--- src/rtl/decode_ctrl_pipe_pkg.sv ---
// Shared definitions for the registered control decoder: opcode map,
// ALU operation codes, control bundle layout and pipe FSM states.
package ctrl_pkg;

    // Opcode map, instr[INSTR_W-1 -: 5]
    localparam logic [4:0] OP_HALT  = 5'b00000;
    localparam logic [4:0] OP_NOP   = 5'b00001;
    localparam logic [4:0] OP_J     = 5'b00100;
    localparam logic [4:0] OP_JR    = 5'b00101;
    localparam logic [4:0] OP_JAL   = 5'b00110;
    localparam logic [4:0] OP_JALR  = 5'b00111;
    localparam logic [4:0] OP_ADDI  = 5'b01000;
    localparam logic [4:0] OP_SUBI  = 5'b01001;
    localparam logic [4:0] OP_XORI  = 5'b01010;
    localparam logic [4:0] OP_ANDNI = 5'b01011;
    localparam logic [4:0] OP_BEQZ  = 5'b01100;
    localparam logic [4:0] OP_BNEZ  = 5'b01101;
    localparam logic [4:0] OP_BLTZ  = 5'b01110;
    localparam logic [4:0] OP_BGEZ  = 5'b01111;
    localparam logic [4:0] OP_ST    = 5'b10000;
    localparam logic [4:0] OP_LD    = 5'b10001;
    localparam logic [4:0] OP_SLBI  = 5'b10010;
    localparam logic [4:0] OP_STU   = 5'b10011;
    localparam logic [4:0] OP_ROLI  = 5'b10100;
    localparam logic [4:0] OP_SLLI  = 5'b10101;
    localparam logic [4:0] OP_RORI  = 5'b10110;
    localparam logic [4:0] OP_SRLI  = 5'b10111;
    localparam logic [4:0] OP_LBI   = 5'b11000;
    localparam logic [4:0] OP_BTR   = 5'b11001;
    localparam logic [4:0] OP_SHIFT = 5'b11010;
    localparam logic [4:0] OP_ALU   = 5'b11011;
    localparam logic [4:0] OP_SEQ   = 5'b11100;
    localparam logic [4:0] OP_SLT   = 5'b11101;
    localparam logic [4:0] OP_SLE   = 5'b11110;
    localparam logic [4:0] OP_SCO   = 5'b11111;

    // ALU operations; the low two bits of the R-type groups equal func
    typedef enum logic [3:0] {
        ALU_ADD   = 4'd0,
        ALU_SUB   = 4'd1,
        ALU_XOR   = 4'd2,
        ALU_ANDN  = 4'd3,
        ALU_ROL   = 4'd4,
        ALU_SLL   = 4'd5,
        ALU_ROR   = 4'd6,
        ALU_SRL   = 4'd7,
        ALU_SEQ   = 4'd8,
        ALU_SLT   = 4'd9,
        ALU_SLE   = 4'd10,
        ALU_SCO   = 4'd11,
        ALU_BTR   = 4'd12,
        ALU_PASSB = 4'd13,
        ALU_SLBI  = 4'd14
    } alu_op_t;

    // Destination register select
    typedef enum logic [1:0] {
        DST_RD = 2'd0,   // instr[4:2]
        DST_RT = 2'd1,   // instr[7:5]
        DST_RS = 2'd2,   // instr[10:8]
        DST_R7 = 2'd3    // link register
    } reg_dst_t;

    // Control bundle, MSB first
    typedef struct packed {
        alu_op_t  alu_op;       // [16:13]
        reg_dst_t reg_dst;      // [12:11]
        logic     imm_zext;     // [10]
        logic     alu_src_imm;  // [9]
        logic     link;         // [8]
        logic     jump_reg;     // [7]
        logic     branch_J;     // [6]
        logic     branch_I;     // [5]
        logic     read_mem;     // [4]
        logic     write_mem;    // [3]
        logic     reg_w_en;     // [2]
        logic     is_halt;      // [1]
        logic     illegal;      // [0]
    } ctrl_t;

    localparam int CTRL_W = $bits(ctrl_t);

    // Bit offsets of the flat bundle for consumers not importing ctrl_t
    localparam int CTRL_ILLEGAL_BIT   = 0;
    localparam int CTRL_IS_HALT_BIT   = 1;
    localparam int CTRL_REG_W_EN_BIT  = 2;
    localparam int CTRL_WRITE_MEM_BIT = 3;
    localparam int CTRL_READ_MEM_BIT  = 4;
    localparam int CTRL_BRANCH_I_BIT  = 5;
    localparam int CTRL_BRANCH_J_BIT  = 6;
    localparam int CTRL_JUMP_REG_BIT  = 7;
    localparam int CTRL_LINK_BIT      = 8;
    localparam int CTRL_ALU_SRC_BIT   = 9;
    localparam int CTRL_IMM_ZEXT_BIT  = 10;
    localparam int CTRL_REG_DST_LSB   = 11;
    localparam int CTRL_ALU_OP_LSB    = 13;

    // Pipe state machine
    typedef enum logic [1:0] {
        ST_RUN    = 2'd0,
        ST_DRAIN  = 2'd1,
        ST_HALTED = 2'd2
    } state_t;

endpackage

--- src/rtl/decode_ctrl_pipe_ctrl_decode.sv ---
// Combinational instruction -> control bundle decoder.
module ctrl_decode
    import ctrl_pkg::*;
#(
    parameter int INSTR_W = 16,
    parameter int EXC_EN  = 1
) (
    input  logic [INSTR_W-1:0] instr,
    output ctrl_t              ctrl
);

    logic [4:0] opcode;
    logic [1:0] func;
    logic       legal;
    ctrl_t      dec;
    logic       unused_fields;

    assign opcode = instr[INSTR_W-1 -: 5];
    assign func   = instr[1:0];

    // Register fields are consumed downstream, not by the decoder
    assign unused_fields = ^instr[INSTR_W-6:2];

    // Opcode table lookup; unlisted opcodes yield an all-default bundle
    always_comb begin
        dec   = '0;
        legal = 1'b1;
        case (opcode)
            OP_HALT: dec.is_halt = 1'b1;
            OP_NOP: ;
            OP_ADDI, OP_SUBI, OP_XORI, OP_ANDNI: begin
                dec.reg_w_en    = 1'b1;
                dec.alu_src_imm = 1'b1;
                dec.reg_dst     = DST_RT;
                dec.alu_op      = alu_op_t'({2'b00, opcode[1:0]});
                dec.imm_zext    = opcode[1];
            end
            OP_ROLI, OP_SLLI, OP_RORI, OP_SRLI: begin
                dec.reg_w_en    = 1'b1;
                dec.alu_src_imm = 1'b1;
                dec.reg_dst     = DST_RT;
                dec.alu_op      = alu_op_t'({2'b01, opcode[1:0]});
            end
            OP_ST: begin
                dec.write_mem   = 1'b1;
                dec.alu_src_imm = 1'b1;
            end
            OP_LD: begin
                dec.read_mem    = 1'b1;
                dec.reg_w_en    = 1'b1;
                dec.alu_src_imm = 1'b1;
                dec.reg_dst     = DST_RT;
            end
            OP_STU: begin
                dec.write_mem   = 1'b1;
                dec.reg_w_en    = 1'b1;
                dec.alu_src_imm = 1'b1;
                dec.reg_dst     = DST_RS;
            end
            OP_BTR: begin
                dec.reg_w_en = 1'b1;
                dec.reg_dst  = DST_RD;
                dec.alu_op   = ALU_BTR;
            end
            OP_ALU: begin
                dec.reg_w_en = 1'b1;
                dec.reg_dst  = DST_RD;
                dec.alu_op   = alu_op_t'({2'b00, func});
            end
            OP_SHIFT: begin
                dec.reg_w_en = 1'b1;
                dec.reg_dst  = DST_RD;
                dec.alu_op   = alu_op_t'({2'b01, func});
            end
            OP_SEQ, OP_SLT, OP_SLE, OP_SCO: begin
                dec.reg_w_en = 1'b1;
                dec.reg_dst  = DST_RD;
                dec.alu_op   = alu_op_t'({2'b10, opcode[1:0]});
            end
            OP_BEQZ, OP_BNEZ, OP_BLTZ, OP_BGEZ: dec.branch_I = 1'b1;
            OP_LBI: begin
                dec.reg_w_en    = 1'b1;
                dec.alu_src_imm = 1'b1;
                dec.reg_dst     = DST_RS;
                dec.alu_op      = ALU_PASSB;
            end
            OP_SLBI: begin
                dec.reg_w_en    = 1'b1;
                dec.alu_src_imm = 1'b1;
                dec.imm_zext    = 1'b1;
                dec.reg_dst     = DST_RS;
                dec.alu_op      = ALU_SLBI;
            end
            OP_J: dec.branch_J = 1'b1;
            OP_JR: begin
                dec.jump_reg    = 1'b1;
                dec.alu_src_imm = 1'b1;
            end
            OP_JAL: begin
                dec.branch_J = 1'b1;
                dec.link     = 1'b1;
                dec.reg_w_en = 1'b1;
                dec.reg_dst  = DST_R7;
            end
            OP_JALR: begin
                dec.jump_reg    = 1'b1;
                dec.link        = 1'b1;
                dec.reg_w_en    = 1'b1;
                dec.alu_src_imm = 1'b1;
                dec.reg_dst     = DST_R7;
            end
            default: legal = 1'b0;
        endcase
        // Unlisted opcode: every side effect squashed, optionally tagged
        if (!legal) begin
            dec = '0;
            if (EXC_EN != 0) dec.illegal = 1'b1;
        end
    end

    assign ctrl = dec;

endmodule

--- src/rtl/decode_ctrl_pipe.sv ---
// Registered control decoder between fetch and execute: decode, buffer in
// a small FIFO, and manage HALT drain / createdump / flush.
module decode_ctrl_pipe
    import ctrl_pkg::*;
#(
    parameter int INSTR_W = 16,
    parameter int PC_W    = 16,
    parameter int DEPTH   = 2,
    parameter int EXC_EN  = 1,
    localparam int CNT_W  = $clog2(DEPTH + 1)
) (
    input  logic               clk,
    input  logic               rst_n,
    input  logic               in_valid,
    output logic               in_ready,
    input  logic [INSTR_W-1:0] in_instr,
    input  logic [PC_W-1:0]    in_pc,
    input  logic               flush,
    output logic               out_valid,
    input  logic               out_ready,
    output logic [CTRL_W-1:0]  out_ctrl,
    output logic [INSTR_W-1:0] out_instr,
    output logic [PC_W-1:0]    out_pc,
    output logic               createdump,
    output logic               halted,
    output logic               err_illegal,
    output logic [CNT_W-1:0]   occupancy
);

    localparam int PTR_W = (DEPTH > 1) ? $clog2(DEPTH) : 1;

    function automatic logic [PTR_W-1:0] ptr_next(input logic [PTR_W-1:0] p);
        return (p == PTR_W'(DEPTH - 1)) ? '0 : p + 1'b1;
    endfunction

    state_t             state;
    state_t             next_state;
    ctrl_t              dec_ctrl;
    ctrl_t              head_ctrl;
    ctrl_t              mem_ctrl  [DEPTH];
    logic [INSTR_W-1:0] mem_instr [DEPTH];
    logic [PC_W-1:0]    mem_pc    [DEPTH];
    logic [PTR_W-1:0]   wr_ptr;
    logic [PTR_W-1:0]   rd_ptr;
    logic [CNT_W-1:0]   count;
    logic               accept_en;
    logic               deliver_en;
    logic               flush_en;
    logic               push;
    logic               pop;

    ctrl_decode #(
        .INSTR_W (INSTR_W),
        .EXC_EN  (EXC_EN)
    ) u_decode (
        .instr (in_instr),
        .ctrl  (dec_ctrl)
    );

    assign head_ctrl = mem_ctrl[rd_ptr];
    assign in_ready  = accept_en & (count < CNT_W'(DEPTH)) & ~flush;
    assign out_valid = deliver_en & (count != '0);
    assign push      = in_valid & in_ready;
    assign pop       = out_valid & out_ready;
    assign out_ctrl  = head_ctrl;
    assign out_instr = mem_instr[rd_ptr];
    assign out_pc    = mem_pc[rd_ptr];
    assign occupancy = count;
    assign halted    = (state == ST_HALTED);

    // FSM state register
    always_ff @(posedge clk or negedge rst_n) begin
        if (!rst_n) state <= ST_RUN;
        else        state <= next_state;
    end

    // FSM next state: flush beats a same-cycle HALT pop, since the HALT was speculative
    always_comb begin
        next_state = state;
        case (state)
            ST_RUN:    if (push && dec_ctrl.is_halt) next_state = ST_DRAIN;
            ST_DRAIN: begin
                if (flush)                        next_state = ST_RUN;
                else if (pop && head_ctrl.is_halt) next_state = ST_HALTED;
            end
            ST_HALTED: next_state = ST_HALTED;
            default:   next_state = ST_RUN;
        endcase
    end

    // FSM outputs: which FIFO ports are open in each state
    always_comb begin
        accept_en  = 1'b0;
        deliver_en = 1'b0;
        flush_en   = 1'b0;
        case (state)
            ST_RUN: begin
                accept_en  = 1'b1;
                deliver_en = 1'b1;
                flush_en   = flush;
            end
            ST_DRAIN: begin
                deliver_en = 1'b1;
                flush_en   = flush;
            end
            default: ;
        endcase
    end

    // FIFO payload storage, written on push
    always_ff @(posedge clk) begin
        if (push) begin
            mem_ctrl[wr_ptr]  <= dec_ctrl;
            mem_instr[wr_ptr] <= in_instr;
            mem_pc[wr_ptr]    <= in_pc;
        end
    end

    // FIFO pointers and occupancy; flush resets them to empty
    always_ff @(posedge clk or negedge rst_n) begin
        if (!rst_n) begin
            wr_ptr <= '0;
            rd_ptr <= '0;
            count  <= '0;
        end else if (flush_en) begin
            wr_ptr <= '0;
            rd_ptr <= '0;
            count  <= '0;
        end else begin
            if (push) wr_ptr <= ptr_next(wr_ptr);
            if (pop)  rd_ptr <= ptr_next(rd_ptr);
            case ({push, pop})
                2'b10:   count <= count + 1'b1;
                2'b01:   count <= count - 1'b1;
                default: count <= count;
            endcase
        end
    end

    // One-cycle pulses following the retiring pop
    always_ff @(posedge clk or negedge rst_n) begin
        if (!rst_n) begin
            createdump  <= 1'b0;
            err_illegal <= 1'b0;
        end else begin
            createdump  <= (state == ST_DRAIN) && (next_state == ST_HALTED);
            err_illegal <= pop & head_ctrl.illegal;
        end
    end

endmodule

--- config.mk ---
export PLATFORM = sky130hd
export DESIGN_NAME = decode_ctrl_pipe
export DESIGN_NICKNAME = d
export VERILOG_FILES = /design/src/rtl/decode_ctrl_pipe_pkg.sv /design/src/rtl/decode_ctrl_pipe_ctrl_decode.sv /design/src/rtl/decode_ctrl_pipe.sv
export SDC_FILE = /design/constraint.sdc
export NUM_CORES = 1
export LEC_CHECK = 0
export BUFFER_PORTS_ARGS = -buffer_cell sky130_fd_sc_hd__buf_4
export CELL_PAD_IN_SITES_DETAIL_PLACEMENT = 0
export CELL_PAD_IN_SITES_GLOBAL_PLACEMENT = 2
export CORE_ASPECT_RATIO = 0.8
export CORE_MARGIN = 3
export CORE_UTILIZATION = 43
export CTS_BUF_LIST = sky130_fd_sc_hd__clkbuf_4
export DETAILED_ROUTE_END_ITERATION = 8
export GPL_ROUTABILITY_DRIVEN = 0
export PLACE_DENSITY = 0.9
export SYNTH_ARGS = -nofsm -noshare
export SYNTH_HDL_FRONTEND = slang
export SYNTH_SLANG_ARGS = --single-unit
--- constraint.sdc ---
create_clock -name clk -period 5.4 [get_ports clk]
set_clock_uncertainty 0.2 [all_clocks]
set_input_delay 1.08 -clock clk [delete_from_list [all_inputs] [get_ports clk]]
set_output_delay 1.08 -clock clk [all_outputs]
set_load 0.02 [all_outputs]
==> results.yml <==
outcome:
  status: "complete, no violations"
clock_network:
  numClockSinks: 106
  cts-hold-fix-buffers: 0
  cts_tree: "yes"
  cts_buffers: 9
  insertion_delay_ns: 0.43
  cts_max_path_buffers: 2
  htreeDepth: 3
  post-cts-setup-buffers: 0
  cts_resized: 0
  cts-root-buf: "clkbuf_4"
  path_clk_slew_ns: 0.14
hold_path:
  hp-class: "primary input to async pin"
die:
  die_w_um: 117
  initial_core_util_pct: 45.5
  io_pins: 93
  die_area_sq_um: 11100
  dieHeight_um: 95.0
  rows: 31
  coreArea_sq_um: 9350
critical_path:
  slowest_stage: "dfrtp_2"
  critPathKind: "register to output port"
  crit_required_ns: 4.12
  max_stage_delay_ns: 1.14
  crit_chain: "mux2_2 -> buf_4"
  endpoint_kind: "output port"
  path_max_fanout: 50
  start_kind: "register"
  crit_arrival_ns: 2.21
synth:
  synth_top_area_share_pct: 69.2
  ys.flop_type: "edfxtp_1"
  synth_area_leader_cell: "edfxtp_1"
  synth.cell_area_sq_um: 4250
  synth_edf_count: 98
  synth-async-reset-ratio_pct: 7.55
  synth.area.top_cells: "edfxtp_1 69%, mux2_2 13%, dfrtp_1 4.7%"
  synth_common_cells: "98 x edfxtp_1, 48 x mux2_2, 15 x nor2_1"
  syn_inst: 248
  synth_nets: 285
  ys_types: 42
  seq_area_frac_synth_pct: 73.9
  synth_most_common_cell: "edfxtp_1"
  synth-seq-cells: 106
  syn_area_per_cell_sq_um: 17.1
  yosysWarningCount: 0
finish:
  utilization_pct: 56.0
  nNetsFinal: 377
  syn_to_final_growth_pct: 23.2
  fin_area_sq_um: 5240
  drive_above_1_share_pct: 47.8
  antenna_cells: 0
detailed_routing:
  finalWirelength_um: 7950
  wire_per_inst_um: 16.7
  vias: 2376
  via_per_inst: 4.98
  final_antenna_net_count: 0
  drt_pass1_iterations: 4
  drcViolationCount: 0
  initialDrtViolationCount: 226
sta:
  fmax_mhz: 286
  setup_tns_ns: 0
  min_period_ns: 3.49
  slew_headroom_pct: 20.8
  fin_crit_sh_pct: 64.7
  setup_viol: 0
  worstMarginPinSlew_ns: 1.19
  setup_slack_ns: 1.91
  drv_slew: 0
  hold_viol: 0
  hold-worst-slack_ns: 0.236
  rsz0062_at_grt: "no"
global_route:
  antenna_found_initial: 0
  grt-ovfl-total: 0
  grt_pass1_vias: 2438
  grt_pass1_wl_um: 12300
  grt.total_usage_pct: 14.8
  grt_max_degree: 51
placed_design:
  dp_slack_ns: 2.02
  portBuffers: 92
  dpl_cell_area_sq_um: 5070
  dpl.hpwl_um: 5230
pwr:
  peakVddDrop_v: 0.000171
  power-per-cell-area_nw_per_um2: 309
  p_leak_nw: 1.92
job:
  cap_violations: 0
[state kept, by name (all words and copies together) (netlist names)]
register     cells
mem_instr       32
rd_ptr           1
mem_pc          32
occupancy        2
err_illegal      1
createdump       1
mem_ctrl        34
state            2
wr_ptr           1
[area by class of cell]
class,count,area (sq um)
multi-input combinational,128,1060
clock inverter,4,76.3
fill,754,4110
sequential,106,3140
clock buffer,12,90.1
timing repair buffer,93,698
inverter,2,7.51
tap,132,165
[per-stage QoR]
step | power (mW) | instances
2_1_floorplan | 1.10 | 248
3_3_place_gp | 1.20 | 461
3_5_place_dp | 1.20 | 461
4_1_cts | 1.65 | 477
5_1_grt | 1.69 | 477
6_report | 1.62 | 477
[cell families (layout without fill, tap and decap cells)]
| kind of cell | count (synthesis) | in the layout | share of synthesized area, % |
|---|---|---|---|
| and+or+nand+nor | 51 | 51 | 6.77 |
| xor gates and xnor gates | 2 | 2 | 0.412 |
| buffers and inverters | 14 | 111 | 1.47 |
| AOI/OAI and AO/OA | 23 | 23 | 3.68 |
| muxes | 52 | 52 | 13.8 |
| DFF | 106 | 106 | 73.9 |
[cell usage in the layout, fill, tap and decap left out, types with 2 or more instances in the layout]
cell,n
a21oi_1,4
nor4b_1,2
edfxtp_1,98
xnor2_1,2
and3_1,4
mux2i_1,3
bufinv_16,2
o21ai_0,5
clkbuf_4,12
nand2b_1,4
nand2_1,6
a211oi_1,2
dfrtp_1,7
buf_4,93
a21boi_0,2
nor2_1,14
mux2_2,48
nor2b_1,7
[critical path, delay by kind of cell (launching register included)]
family / cells / cell delay, ns
DFF: 1 / 1.14
muxes: 1 / 0.45
buffers and inverters: 1 / 0.16
[per-layer routing]
| layer | GRT usage [%] | wire (um) |
|---|---|---|
| met5 | 0 | 0 |
| met2 | 22.1 | 3620 |
| met4 | 5.16 | 98 |
| met3 | 4.93 | 480 |
| met1 | 20.5 | 3750 |
[where the power goes]
part	internal, mW	switching, mW
Combinational	0.107	0.117
Sequential	0.931	0.0209
Clock	0.205	0.239
Total	1.24	0.378
[worst paths after layout]
| kind | from | to | slack [ns] | depth (start not counted) |
|---|---|---|---|---|
| max | rd_ptr | out_ctrl[10] | 1.91 | 2 |
| min | rst_n | wr_ptr | 0.24 | 1 |
| max reg2reg | state[1] | mem_ctrl[0][12] | 2.66 | 4 |
| min reg2reg | state[0] | createdump | 0.42 | 2 |
| max in group asynchronous | rst_n | rd_ptr | 4.62 | 1 |
| min in group clk | state[0] | createdump | 0.42 | 2 |
Power figures use the tool's default switching activity.
